File: config.mk
export PLATFORM = sky130hd
export DESIGN_NAME = mem_arbiter
export DESIGN_NICKNAME = d
export VERILOG_FILES = /design/src/rtl/cpu_types_pkg.sv /design/src/rtl/arb_starve_ctr.sv /design/src/rtl/mem_arbiter.sv
export SDC_FILE = /design/constraint.sdc
export NUM_CORES = 1
export LEC_CHECK = 0
export ABC_AREA = 1
export CAP_MARGIN = 20
export CORE_AREA = 4 4 101 103
export DETAILED_ROUTE_END_ITERATION = 12
export DIE_AREA = 0 0 105 107
export GPL_TIMING_DRIVEN = 0
export PLACE_DENSITY = 0.73
export SETUP_SLACK_MARGIN = 0.5
export SLEW_MARGIN = 20
export SYNTH_ARGS = -nofsm -noshare
export SYNTH_HDL_FRONTEND = slang
export SYNTH_SLANG_ARGS = --single-unit
export TNS_END_PERCENT = 20
File: constraint.sdc
create_clock -name CLK -period 1.79 [get_ports CLK]
set_input_delay 0.179 -clock CLK [delete_from_list [all_inputs] [get_ports CLK]]
set_output_delay 0.179 -clock CLK [all_outputs]
set_load 0.02 [all_outputs]
File: src/rtl/cpu_types_pkg.sv
// Shared CPU memory-system types: RAM handshake state, word type and the
// memory arbiter's FSM encoding.
package cpu_types_pkg;

    typedef logic [31:0] word_t;

    typedef enum logic [1:0] {
        FREE   = 2'b00,
        BUSY   = 2'b01,
        ACCESS = 2'b10,
        ERROR  = 2'b11
    } ramstate_t;

    typedef enum logic [1:0] {
        IDLE   = 2'b00,
        IGRANT = 2'b01,
        DGRANT = 2'b10
    } arb_state_t;

    localparam word_t WORD_ZERO = 32'h0000_0000;

endpackage

File: src/rtl/arb_starve_ctr.sv
// Saturating count of dcache grants taken while the icache waits; flags when
// the icache must be served next.
module arb_starve_ctr #(
    parameter int STARVE_LIMIT = 4
) (
    input  logic CLK,
    input  logic RST,
    input  logic i_inc,
    input  logic i_clr,
    output logic o_at_limit
);

    localparam int CNT_W = $clog2(STARVE_LIMIT) + 1;
    localparam logic [CNT_W-1:0] LIMIT = CNT_W'(STARVE_LIMIT);

    logic [CNT_W-1:0] r_cnt;

    // Counter clears on an icache grant or an idle icache, saturates at the limit
    always_ff @(posedge CLK) begin
        if (RST) begin
            r_cnt <= '0;
        end else if (i_clr) begin
            r_cnt <= '0;
        end else if (i_inc && (r_cnt != LIMIT)) begin
            r_cnt <= r_cnt + 1'b1;
        end else begin
            r_cnt <= r_cnt;
        end
    end

    assign o_at_limit = (r_cnt == LIMIT);

endmodule

File: src/rtl/mem_arbiter.sv
// Arbitrates icache and dcache traffic onto the single RAM port, dcache first,
// holding a dcache grant for a whole block. Define ARB_STARVE_EN for the icache starvation guard.
module mem_arbiter
    import cpu_types_pkg::*;
#(
    parameter int WORDS_PER_BLK = 2,
    parameter int STARVE_LIMIT  = 4
) (
    input  logic        CLK,
    input  logic        RST,
    input  logic        iREN,
    input  logic [31:0] iaddr,
    output logic [31:0] iload,
    output logic        iwait,
    input  logic        dREN,
    input  logic        dWEN,
    input  logic [31:0] daddr,
    input  logic [31:0] dstore,
    output logic [31:0] dload,
    output logic        dwait,
    output logic        ramREN,
    output logic        ramWEN,
    output logic [31:0] ramaddr,
    output logic [31:0] ramstore,
    input  logic [31:0] ramload,
    input  logic [1:0]  ramstate
);

    localparam int BEAT_W = $clog2(WORDS_PER_BLK) + 1;
    localparam logic [BEAT_W-1:0] BEAT_LAST = BEAT_W'(WORDS_PER_BLK - 1);

    if (WORDS_PER_BLK < 1 || STARVE_LIMIT < 1) begin : g_bad_params
        $error("mem_arbiter: WORDS_PER_BLK and STARVE_LIMIT must be at least 1");
    end

    arb_state_t        r_state;
    arb_state_t        w_next_state;
    logic [BEAT_W-1:0] r_beat_cnt;
    logic [BEAT_W-1:0] w_beat_next;
    logic              w_access;
    logic              w_dreq;
    logic              w_enter_d;
    logic              w_enter_i;
    logic              w_starve_fire;

    assign w_access = (ramstate_t'(ramstate) == ACCESS);
    assign w_dreq   = dREN | dWEN;

`ifdef ARB_STARVE_EN
    logic w_starve_inc;
    logic w_starve_clr;

    assign w_starve_inc = w_enter_d & iREN;
    assign w_starve_clr = w_enter_i | ((r_state == IDLE) & ~iREN);

    arb_starve_ctr #(
        .STARVE_LIMIT (STARVE_LIMIT)
    ) u_starve_ctr (
        .CLK        (CLK),
        .RST        (RST),
        .i_inc      (w_starve_inc),
        .i_clr      (w_starve_clr),
        .o_at_limit (w_starve_fire)
    );
`else
    assign w_starve_fire = 1'b0;
`endif

    // Next-state and beat counter logic
    always_comb begin
        w_next_state = r_state;
        w_beat_next  = r_beat_cnt;
        w_enter_d    = 1'b0;
        w_enter_i    = 1'b0;
        case (r_state)
            IDLE: begin
                if (w_starve_fire && iREN) begin
                    w_next_state = IGRANT;
                    w_enter_i    = 1'b1;
                end else if (w_dreq) begin
                    w_next_state = DGRANT;
                    w_enter_d    = 1'b1;
                end else if (iREN) begin
                    w_next_state = IGRANT;
                    w_enter_i    = 1'b1;
                end else begin
                    w_next_state = IDLE;
                end
            end
            IGRANT: begin
                if (!iREN || w_access) begin
                    w_next_state = IDLE;
                end else begin
                    w_next_state = IGRANT;
                end
            end
            DGRANT: begin
                // A dropped request ends the grant early (halt flushes, single-word writes)
                if (!w_dreq) begin
                    w_next_state = IDLE;
                    w_beat_next  = '0;
                end else if (w_access && (r_beat_cnt == BEAT_LAST)) begin
                    w_next_state = IDLE;
                    w_beat_next  = '0;
                end else if (w_access) begin
                    w_beat_next  = r_beat_cnt + 1'b1;
                end else begin
                    w_next_state = DGRANT;
                end
            end
            default: begin
                w_next_state = IDLE;
                w_beat_next  = '0;
            end
        endcase
    end

    // State and beat counter registers
    always_ff @(posedge CLK) begin
        if (RST) begin
            r_state    <= IDLE;
            r_beat_cnt <= '0;
        end else begin
            r_state    <= w_next_state;
            r_beat_cnt <= w_beat_next;
        end
    end

    // RAM port and cache response muxing for the granted side
    always_comb begin
        ramREN   = 1'b0;
        ramWEN   = 1'b0;
        ramaddr  = WORD_ZERO;
        ramstore = WORD_ZERO;
        iload    = WORD_ZERO;
        dload    = WORD_ZERO;
        iwait    = 1'b1;
        dwait    = 1'b1;
        case (r_state)
            IGRANT: begin
                if (iREN) begin
                    ramREN  = 1'b1;
                    ramaddr = iaddr;
                    if (w_access) begin
                        iwait = 1'b0;
                        iload = ramload;
                    end else begin
                        iwait = 1'b1;
                    end
                end else begin
                    ramREN = 1'b0;
                end
            end
            DGRANT: begin
                ramWEN   = dWEN;
                ramREN   = dREN & ~dWEN;
                ramaddr  = daddr;
                ramstore = dstore;
                if (w_dreq && w_access) begin
                    dwait = 1'b0;
                    dload = (dREN & ~dWEN) ? ramload : WORD_ZERO;
                end else begin
                    dwait = 1'b1;
                end
            end
            default: begin
                ramREN = 1'b0;
            end
        endcase
    end

endmodule

==> results of run 1 <==
-- placed cells by master, fill, tap and decap left out --
cell / Yosys / routed
a21oi_1: 36 / 5
a21oi_2: 0 / 27
a21oi_4: 0 / 4
buf_12: 0 / 7
buf_16: 0 / 6
buf_2: 13 / 44
buf_4: 1 / 44
buf_6: 6 / 35
buf_8: 0 / 8
bufbuf_16: 0 / 2
clkbuf_4: 0 / 1
clkbuf_8: 0 / 3
clkdlybuf4s15_2: 0 / 24
clkdlybuf4s50_1: 0 / 131
dfxtp_1: 4 / 2
dfxtp_2: 0 / 2
dlygate4sd2_1: 0 / 3
ha_1: 4 / 1
ha_4: 0 / 3
inv_1: 76 / 73
inv_2: 4 / 5
inv_8: 0 / 2
nand2_1: 119 / 117
nand2_4: 0 / 3
nand3_1: 7 / 7
nand3_4: 0 / 1
nor2_1: 40 / 11
nor2_2: 1 / 24
nor2_4: 1 / 7
nor3_2: 31 / 3
nor3_4: 0 / 29
-- what timing repair did --
action	CTS	global route
setup endpoints to repair	132	136
cloned	7	0
pin swaps	8	15
setup buffers	9	0
resized for setup	631	36
-- where the power goes --
group          switching (mW)  internal [mW]  total, mW
Clock                  0.0414          0.143      0.184
Sequential             0.0100          0.101      0.111
Combinational           0.634          0.687       1.32
Total                   0.685          0.930       1.62
-- per-stage QoR --
stage	instances	util
2_1_floorplan	349	-
3_3_place_gp	726	0.5475
3_5_place_dp	726	0.5475
4_1_cts	745	0.5805
5_1_grt	745	0.5807
6_report	745	0.5807
-- critical path, stage by stage, from the launching register on --
cell and delay [ns]:
dfxtp_2 0.32, inv_2 0.07, ha_4 0.13, buf_8 0.11, nand3_4 0.08, buf_12 0.17
buf_16 0.15, nor3_4 0.16, buf_6 0.14
-- metal layers --
| metal | global-route usage | vias up |
|---|---|---|
| li1 | - | 1608 |
| met1 | 0.1644 | 1397 |
| met2 | 0.3685 | 179 |
| met3 | 0.06382 | 16 |
| met4 | 0.03280 | 0 |
| met5 | 0 | - |
-- area by class of cell --
type / instances / area, µm²
flip-flops and latches: 4 / 82.58
multi-input cells: 242 / 1712
well taps: 111 / 138.9
fillers: 884 / 3856
repair buffers: 282 / 2699
inverters: 80 / 315.3
plain buffers: 23 / 351.6
clock buffers: 3 / 41.29
-- flip-flops by register name, summed over array words and instances, names as in the netlist --
name	flops
r_state	2
r_beat_cnt	2
-- path summary, 6_finish.rpt --
check,startpoint,end,slack (ns),cells after the start
worst min-delay path,r_beat_cnt[0],r_beat_cnt[0],0.51,2
worst max-delay path,r_state[0],dload[20],0.08,8
worst max register to register,r_state[0],r_beat_cnt[1],0.39,9
worst min register to register,r_beat_cnt[0],r_beat_cnt[0],0.51,2
-- logic make-up after synthesis --
logic type               count (synthesis)  synth area share
AND/OR/NAND/NOR                        202            0.5628
buffers and inverters                  103            0.2591
AO/OA/AOI/OAI                           36            0.1034
adder cells (fa/ha/maj)                  4           0.02872
flip-flops                               4           0.04595
==> metrics, run 1 <==
syn nets between 400 and 500; Startpoint Class flop; length of routed met3 wiring 1.144 mm; Pleak 2.697 nW; P&R area growth vs syn 206.4%; Setup WS pre-CTS -0.5178 ns; WL per Instance around 14 µm; Die Wd 105 µm; final instance area roughly 5300 µm²; CP Class flop to output port; crit path capture type output port; IO Port Bufs 266; WL met2 5.818 mm; Clk pin slew, worst setup/hold paths approximately 0.03 ns; dpl hpwl 9.069 mm; DRC 0; Setup Viol. Count Final 0; worst-case hold slack 0.5087 ns; grt ovf 0; initial antenna violation count 0; Clock Tree Buf Depth 2; Post-Route WL 10.64 mm; global-route wire length before repair 16.22 mm; async set or reset register ratio after synthesis 0; setup slack after layout 0.07907 ns; Netlist cell types 18; Max Fclk 0.5845 GHz; period utilization 0.9558; GP Congestion between 0.8 and 0.9; RSZ-0062 raised after global routing yes; # hold bufs at CTS 0; register area share after synthesis 0.04594; Rel. slew slack 0.8420; TritonCTS Sinks 4; Die ar. roughly 11000 µm²; critical path peak fanout 7; Most used DFF post-synth dfxtp_1; Synth Warn # 0; # IOs 267; Max Cap Viol 0; Starting Density 0.1895; Slew @ Worst Pin 0.2361 ns; ranking of synthesized cells by area nand2_1 (26%), nor3_2 (18%), inv_1 (16%), a21oi_1 (10%), nor2_1 (8.6%); Syn Inst Count 349; die height 107 µm; Post-synth EDFFs 0; Global Route Usage Sum 0.1775; CTS tree done; Clock Latency Late Sink 0.21 ns; Via density 4.295; Setup Total Neg Slack 0 ns; outcome finished clean; Slew Limit Fails 0; Rows 35; ANT cells 0; DP Area 5035 µm²; Clock Tree Root clkbuf_8; Highest Signal Layer met4; First-pass DRT Iterations 4; vias in the first global route 3230; CORE AREA 9196 µm²; data required time of the critical path 1.61 ns; Cell Area, Synth 1743 µm²; count leader, synth nand2_1; FF+latch count, synth 4; Post-DRT Antenna Nets 0; largest net degree at the start of global routing 11; Total Power 1.615 mW; Final min period 1.711 ns; Tightest Hold Check Type flop to flop; area leader, netlist nand2_1; clock skew approximately 0.00066 ns; H-tree levels 1; Avg Synthesized Cell Area around 5.0 µm²; final hold vios 0; 1st-iter DRT viols 77; synth cell count leaders nand2_1 (119), inv_1 (76), nor2_1 (40); CP arrival 1.53 ns; CTS Buf Count 3; fraction of layout cells with a size suffix above 1 0.4479; Synth top area share 0.2563; met1 WL 3.484 mm; power per cell area ~300 nW/µm²; Max IR drop VDD approximately 0.17 mV; vias 3200; Post-layout nets slightly below 800
(Power assumes the default switching activity.)
==> inputs of run 2 (changes only) <==
--- a/config.mk
+++ b/config.mk
@@ -11,6 +11,7 @@
 export DETAILED_ROUTE_END_ITERATION = 12
 export DIE_AREA = 0 0 105 107
 export GPL_TIMING_DRIVEN = 0
+export MAX_ROUTING_LAYER = met4
 export PLACE_DENSITY = 0.73
 export SETUP_SLACK_MARGIN = 0.5
 export SLEW_MARGIN = 20
==> metrics, run 2 (synthesized netlist as in run 1, its figures left out) <==
outcome finished clean; ANT cells 0 (unchanged); sequential group share of total power 0.068 (about the same); most frequent cells in the layout clkdlybuf4s50_1 (131), nand2_1 (117), inv_1 (73); Regs by FF count r_beat_cnt x2, r_state x2; WL per Instance 14.28 µm (unchanged); Post-DRT Antenna Nets 0 (unchanged); P&R area growth vs syn 207.6%; vias 3210 (+0.31%); CTS tree done; CTS Buf Count 3 (unchanged); Worst R2R Start r_state[0]; TritonCTS Sinks 4 (unchanged); Pleak 2.711 nW (+0.55%); Max Cap Viol 0 (unchanged); critical path peak fanout 7 (unchanged); Clk pwr share 0.114 (about the same); Max IR drop VDD 0.1695 mV (+0.50%); crit path capture type output port; Clock Tree Buf Depth 2 (unchanged); Post-Route WL 10.64 mm (unchanged); Clock Latency Late Sink 0.21 ns (about the same); switch share 0.4240 (about the same); Final min period 1.715 ns (+0.003740 ns); Post-layout nets 775 (unchanged); Setup Viol. Count Final 0 (unchanged); Startpoint Class flop; vias in the first global route 3240 (+0.31%); Fill cells 877 (-0.79%); Die Wd 105 µm (unchanged); Clock Tree Root clkbuf_8; initial antenna violation count 0 (unchanged); Max Fclk 0.5832 GHz (-0.22%); period utilization 0.9579 (+0.002089); power per cell area 302.5 nW/µm² (about the same); First-pass DRT Iterations 4 (unchanged); Post-Place Cells 726 (unchanged); dpl hpwl 9.069 mm (unchanged); Slew Limit Fails 0 (unchanged); largest net degree at the start of global routing 11 (unchanged); Gate power share 0.818 (about the same); Slew @ Worst Pin 0.2361 ns (-0.00004292 ns); Setup WS pre-CTS -0.5178 ns (unchanged); GP Congestion 0.8701 (+1.6%); Critical Path Source r_state[0]; 1st-iter DRT viols 73 (-5.2%); final hold vios 0 (unchanged); commonest non-fill, non-tap cell in the layout clkdlybuf4s50_1; Via density 4.309 (+0.31%); grt ovf 0 (unchanged); CP arrival 1.54 ns (about the same); non-filler cells, final 745 (unchanged); R2R depth 9 (unchanged); clock skew 0.0006623 ns (unchanged); IO Port Bufs 266 (unchanged); Starting Density 0.1895 (unchanged); CORE AREA 9196 µm² (unchanged); die height 107 µm (unchanged); RSZ-0062 raised after global routing yes; H-tree levels 1 (unchanged); data required time of the critical path 1.61 ns (about the same); global-route wire length before repair 16.17 mm (-0.26%); Tightest Hold Check Type flop to flop; Cell Int Power 933.9 µW (+0.41%); hold path startpoint r_beat_cnt[0]; Global Route Usage Sum 0.1825 (+0.005002); fraction of layout cells with a size suffix above 1 0.4479 (unchanged); Net Sw Power 687.6 µW (+0.36%); Clk pin slew, worst setup/hold paths 0.03 ns (about the same); WHS Path Cells 2 (unchanged); DRC 0 (unchanged); setup slack after layout 0.07533 ns (-0.003740 ns); Rows 35 (unchanged); Die ar. 11240 µm² (unchanged); CP Class flop to output port; # IOs 267 (unchanged); Rel. slew slack 0.8420 (about the same); Setup Total Neg Slack 0 ns (unchanged)
run 2: path summary, 6_finish.rpt:
check                                     end  slack, ns
worst max-delay path                 dload[9]       0.08
worst min register to register  r_beat_cnt[0]       0.51
worst min-delay path            r_beat_cnt[0]       0.51
worst max register to register  r_beat_cnt[1]       0.39
run 2: power by group through the flow:
stage | logic, mW | registers (mW) | clock network [mW]
6_report | 1.33 | 0.111 | 0.184
5_1_grt | 1.42 | 0.112 | 0.198
4_1_cts | 1.34 | 0.110 | 0.191
3_5_place_dp | 1.15 | 0.111 | 0
3_3_place_gp | 1.13 | 0.111 | 0
2_1_floorplan | 0.561 | 0.109 | 0
run 2: critical path, cell delays in order, from the launching register on:
cell and delay (ns):
dfxtp_2 0.32, inv_2 0.07, ha_4 0.13, buf_8 0.11, nand3_4 0.08, buf_12 0.17, buf_16 0.15, nor3_4 0.16
buf_6 0.13
run 2: area by class of cell:
type | count | area (µm²) | share of cell area
clock buffers | 3 | 41.29 | 0.007701
inverters | 80 | 317.8 | 0.05928
plain buffers | 23 | 361.6 | 0.06744
repair buffers | 282 | 2701 | 0.5039
well taps | 111 | 138.9 | 0.02590
flip-flops and latches | 4 | 82.58 | 0.01540
multi-input cells | 242 | 1718 | 0.3204
run 2: repair_timing:
item | in CTS | in global routing
pin swaps | 8 | 14
gates resized for setup | 631 | 40
buffers inserted | 9 | 0
endpoints found under the setup margin | 132 | 136
hold buffers | 0 | 0
cloned | 7 | 0
run 2: per-layer routing:
layer / part of all wire / GRT usage / vias up
li1: - / - / 1607
met1: 0.34 / 0.1735 / 1408
met2: 0.55 / 0.3689 / 179
met3: 0.091 / 0.04877 / 16
met4: 0.017 / 0.03280 / 0
met5: 0 / - / -
run 2: per-stage QoR:
stage	total power [mW]	util	area, µm²	hold WS, ns
global placement	1.244	0.5475	5035	0.4983
global route	1.728	0.5830	5361	0.5524
floorplan	0.6700	-	2233	0.2407
finish	1.622	0.5830	5361	0.5087
CTS	1.636	0.5805	5339	0.5086
detailed placement	1.259	0.5475	5035	0.5012
==> inputs of run 3 (changes only) <==
--- a/config.mk
+++ b/config.mk
@@ -13,9 +13,7 @@
 export GPL_TIMING_DRIVEN = 0
 export MAX_ROUTING_LAYER = met4
 export PLACE_DENSITY = 0.73
-export SETUP_SLACK_MARGIN = 0.5
 export SLEW_MARGIN = 20
 export SYNTH_ARGS = -nofsm -noshare
 export SYNTH_HDL_FRONTEND = slang
 export SYNTH_SLANG_ARGS = --single-unit
-export TNS_END_PERCENT = 20
==> metrics, run 3 (synthesized netlist as in run 1, its figures left out) <==
die height 107 µm (unchanged); CP arrival 1.57 ns (+0.03 ns); area of the multi-input gates 1355 µm² (-21%); Clk pwr share 0.139 (+0.025); Post-Route WL 10.50 mm (-1.2%); Largest stage delay, worst path 0.35 ns (+0.03 ns); dpl hpwl 8.882 mm (-2.1%); setup slack after layout 0.04578 ns (-0.02955 ns); P&R area growth vs syn 158.9%; Cell Int Power 753.3 µW (-19%); register area 85.08 µm² (+3.0%); Rows 35 (unchanged); Slew @ Worst Pin 0.2505 ns (+0.01448 ns); Setup WS pre-CTS -0.5404 ns (-0.02261 ns); Clock Latency Late Sink 0.22 ns (about the same); final instance area 4513 µm² (-16%); RSZ-0062 raised after global routing yes; largest net degree at the start of global routing 11 (unchanged); Max IR drop VDD 0.1687 mV (-0.47%); Max Fclk 0.5733 GHz (-1.7%); Post-layout nets 765 (-1.3%); vias in the first global route 3041 (-6.1%); GP Congestion 0.8307 (-4.5%); Rel. slew slack 0.8324 (-0.009687); period utilization 0.9744 (+0.01651); TritonCTS Sinks 4 (unchanged); power per cell area 297.5 nW/µm² (-1.6%); commonest non-fill, non-tap cell in the layout clkdlybuf4s50_1; initial antenna violation count 0 (unchanged); outcome finished clean; fraction of layout cells with a size suffix above 1 0.3462 (-0.1018); Tightest Hold Check Type input pin to flop; Setup Viol. Count Final 0 (unchanged); Clk pin slew, worst setup/hold paths 0.03 ns (about the same); Clock Tree Root clkbuf_8; Max Cap Viol 0 (unchanged); CP bufs+invs 4 (-1); sequential group share of total power 0.082 (+0.014); post-layout util 0.4907 (-0.09224); Pleak 2.484 nW (-8.4%); Via density 4.254 (-1.3%); Clock Tree Buf Depth 2 (unchanged); Die Wd 105 µm (unchanged); Starting Density 0.1895 (unchanged); CTS tree done; WL per Instance 14.29 µm (+0.10%); final hold vios 0 (unchanged); most frequent cells in the layout clkdlybuf4s50_1 (131), nand2_1 (117), buf_2 (74); global-route wire length before repair 15.00 mm (-7.3%); ANT cells 0 (unchanged); worst-case hold slack 0.5047 ns (-0.003937 ns); 1st-iter DRT viols 52 (-29%); Final min period 1.744 ns (+0.02955 ns); CP Class flop to output port; H-tree levels 1 (unchanged); crit path capture type output port; critical path peak fanout 6 (-1); data required time of the critical path 1.61 ns (about the same); CORE AREA 9196 µm² (unchanged); crit-path cells inv_4 > ha_4 > nand3_4 > buf_12 > clkbuf_16 > nor3_4 > buf_4; # hold bufs at CTS 0 (unchanged); Gate power share 0.780 (-0.038); Die ar. 11240 µm² (unchanged); Fill cells 953 (+8.7%); # IOs 267 (unchanged); DP Area 4544 µm² (-9.7%); vias 3127 (-2.6%); clock skew 0.003696 ns (+0.003034 ns); grt ovf 0 (unchanged); Startpoint Class flop; Post-DRT Antenna Nets 0 (unchanged); Regs by FF count r_beat_cnt x2, r_state x2; DRC 0 (unchanged); Global Route Usage Sum 0.1683 (-0.01423); IO Port Bufs 266 (unchanged); First-pass DRT Iterations 4 (unchanged); CP max-delay cell dfxtp_4; Slew Limit Fails 0 (unchanged); CTS Buf Count 3 (unchanged); delay-heaviest family, CP buffers and inverters; switch share 0.4390 (+0.01494); Net Sw Power 589.4 µW (-14%)
run 3: changes by cell type in the layout (fill, tap and decap cells not counted), moves of 19 or more:
cell | before | now
buf_2 | 46 | 74
nor2_2 | 24 | 5
nor2_1 | 11 | 36
clkdlybuf4s15_2 | 24 | 4
buf_6 | 37 | 18
a21oi_2 | 27 | 4
a21oi_1 | 5 | 32
run 3: per-stage QoR:
stage	power [mW]	cells	TNS (ns)
after floorplan	0.5596	349	0
after global placement	1.134	726	-48.35
after detailed placement	1.151	726	-51.13
after CTS	1.295	732	-0.7450
after global routing	1.438	735	-0.1618
final	1.343	735	0
run 3: path summary, 6_finish.rpt:
path                                  start             to  slack, ns  cells after the start
worst max-delay path             r_state[0]      dload[28]       0.05                      7
worst min-delay path            ramstate[1]     r_state[0]       0.50                      6
worst max register to register   r_state[0]  r_beat_cnt[1]       0.54                      7
worst min register to register   r_state[0]     r_state[0]       0.53                      2
run 3: power by group through the flow:
stage	clock network (mW)	logic (mW)	registers, mW
2_1_floorplan	0	0.453	0.107
3_3_place_gp	0	1.03	0.108
3_5_place_dp	0	1.04	0.109
4_1_cts	0.190	0.997	0.108
5_1_grt	0.197	1.13	0.111
6_report	0.186	1.05	0.109
run 3: tightest hold or removal path, cell delays in order:
cell and delay, ns:
dlymetal6s2s_1 0.15, nand2_4 0.11, nand2_1 0.08, nand2_1 0.05, nand2_1 0.06, a21oi_1 0.05
run 3: area by class of cell:
class,instances,share of cell area
Timing Repair Buffer,273,0.5182
Tap cell,111,0.03077
Inverter,80,0.06820
Sequential cell,4,0.01885
Clock buffer,3,0.009149
Multi-Input combinational cell,242,0.3002
Buffer,22,0.05462
run 3: routing by layer:
layer  vias to the layer above  routed length (µm)  track usage  part of all wire
li1                       1584                   -            -                 -
met1                      1362                3773       0.1638              0.36
met2                       167                5800       0.3428              0.55
met3                        14                 784      0.03672             0.075
met4                         0                 144      0.02812             0.014
met5                         -                   0            -                 0
run 3: what timing repair did:
action | 4_1_cts | 5_1_grt
endpoints found under the hold margin | 0 | 0
setup buffers | 2 | 1
gates cloned | 1 | 3
endpoints found under the setup margin | 132 | 129
pin swaps | 3 | 4
resized for setup | 572 | 75
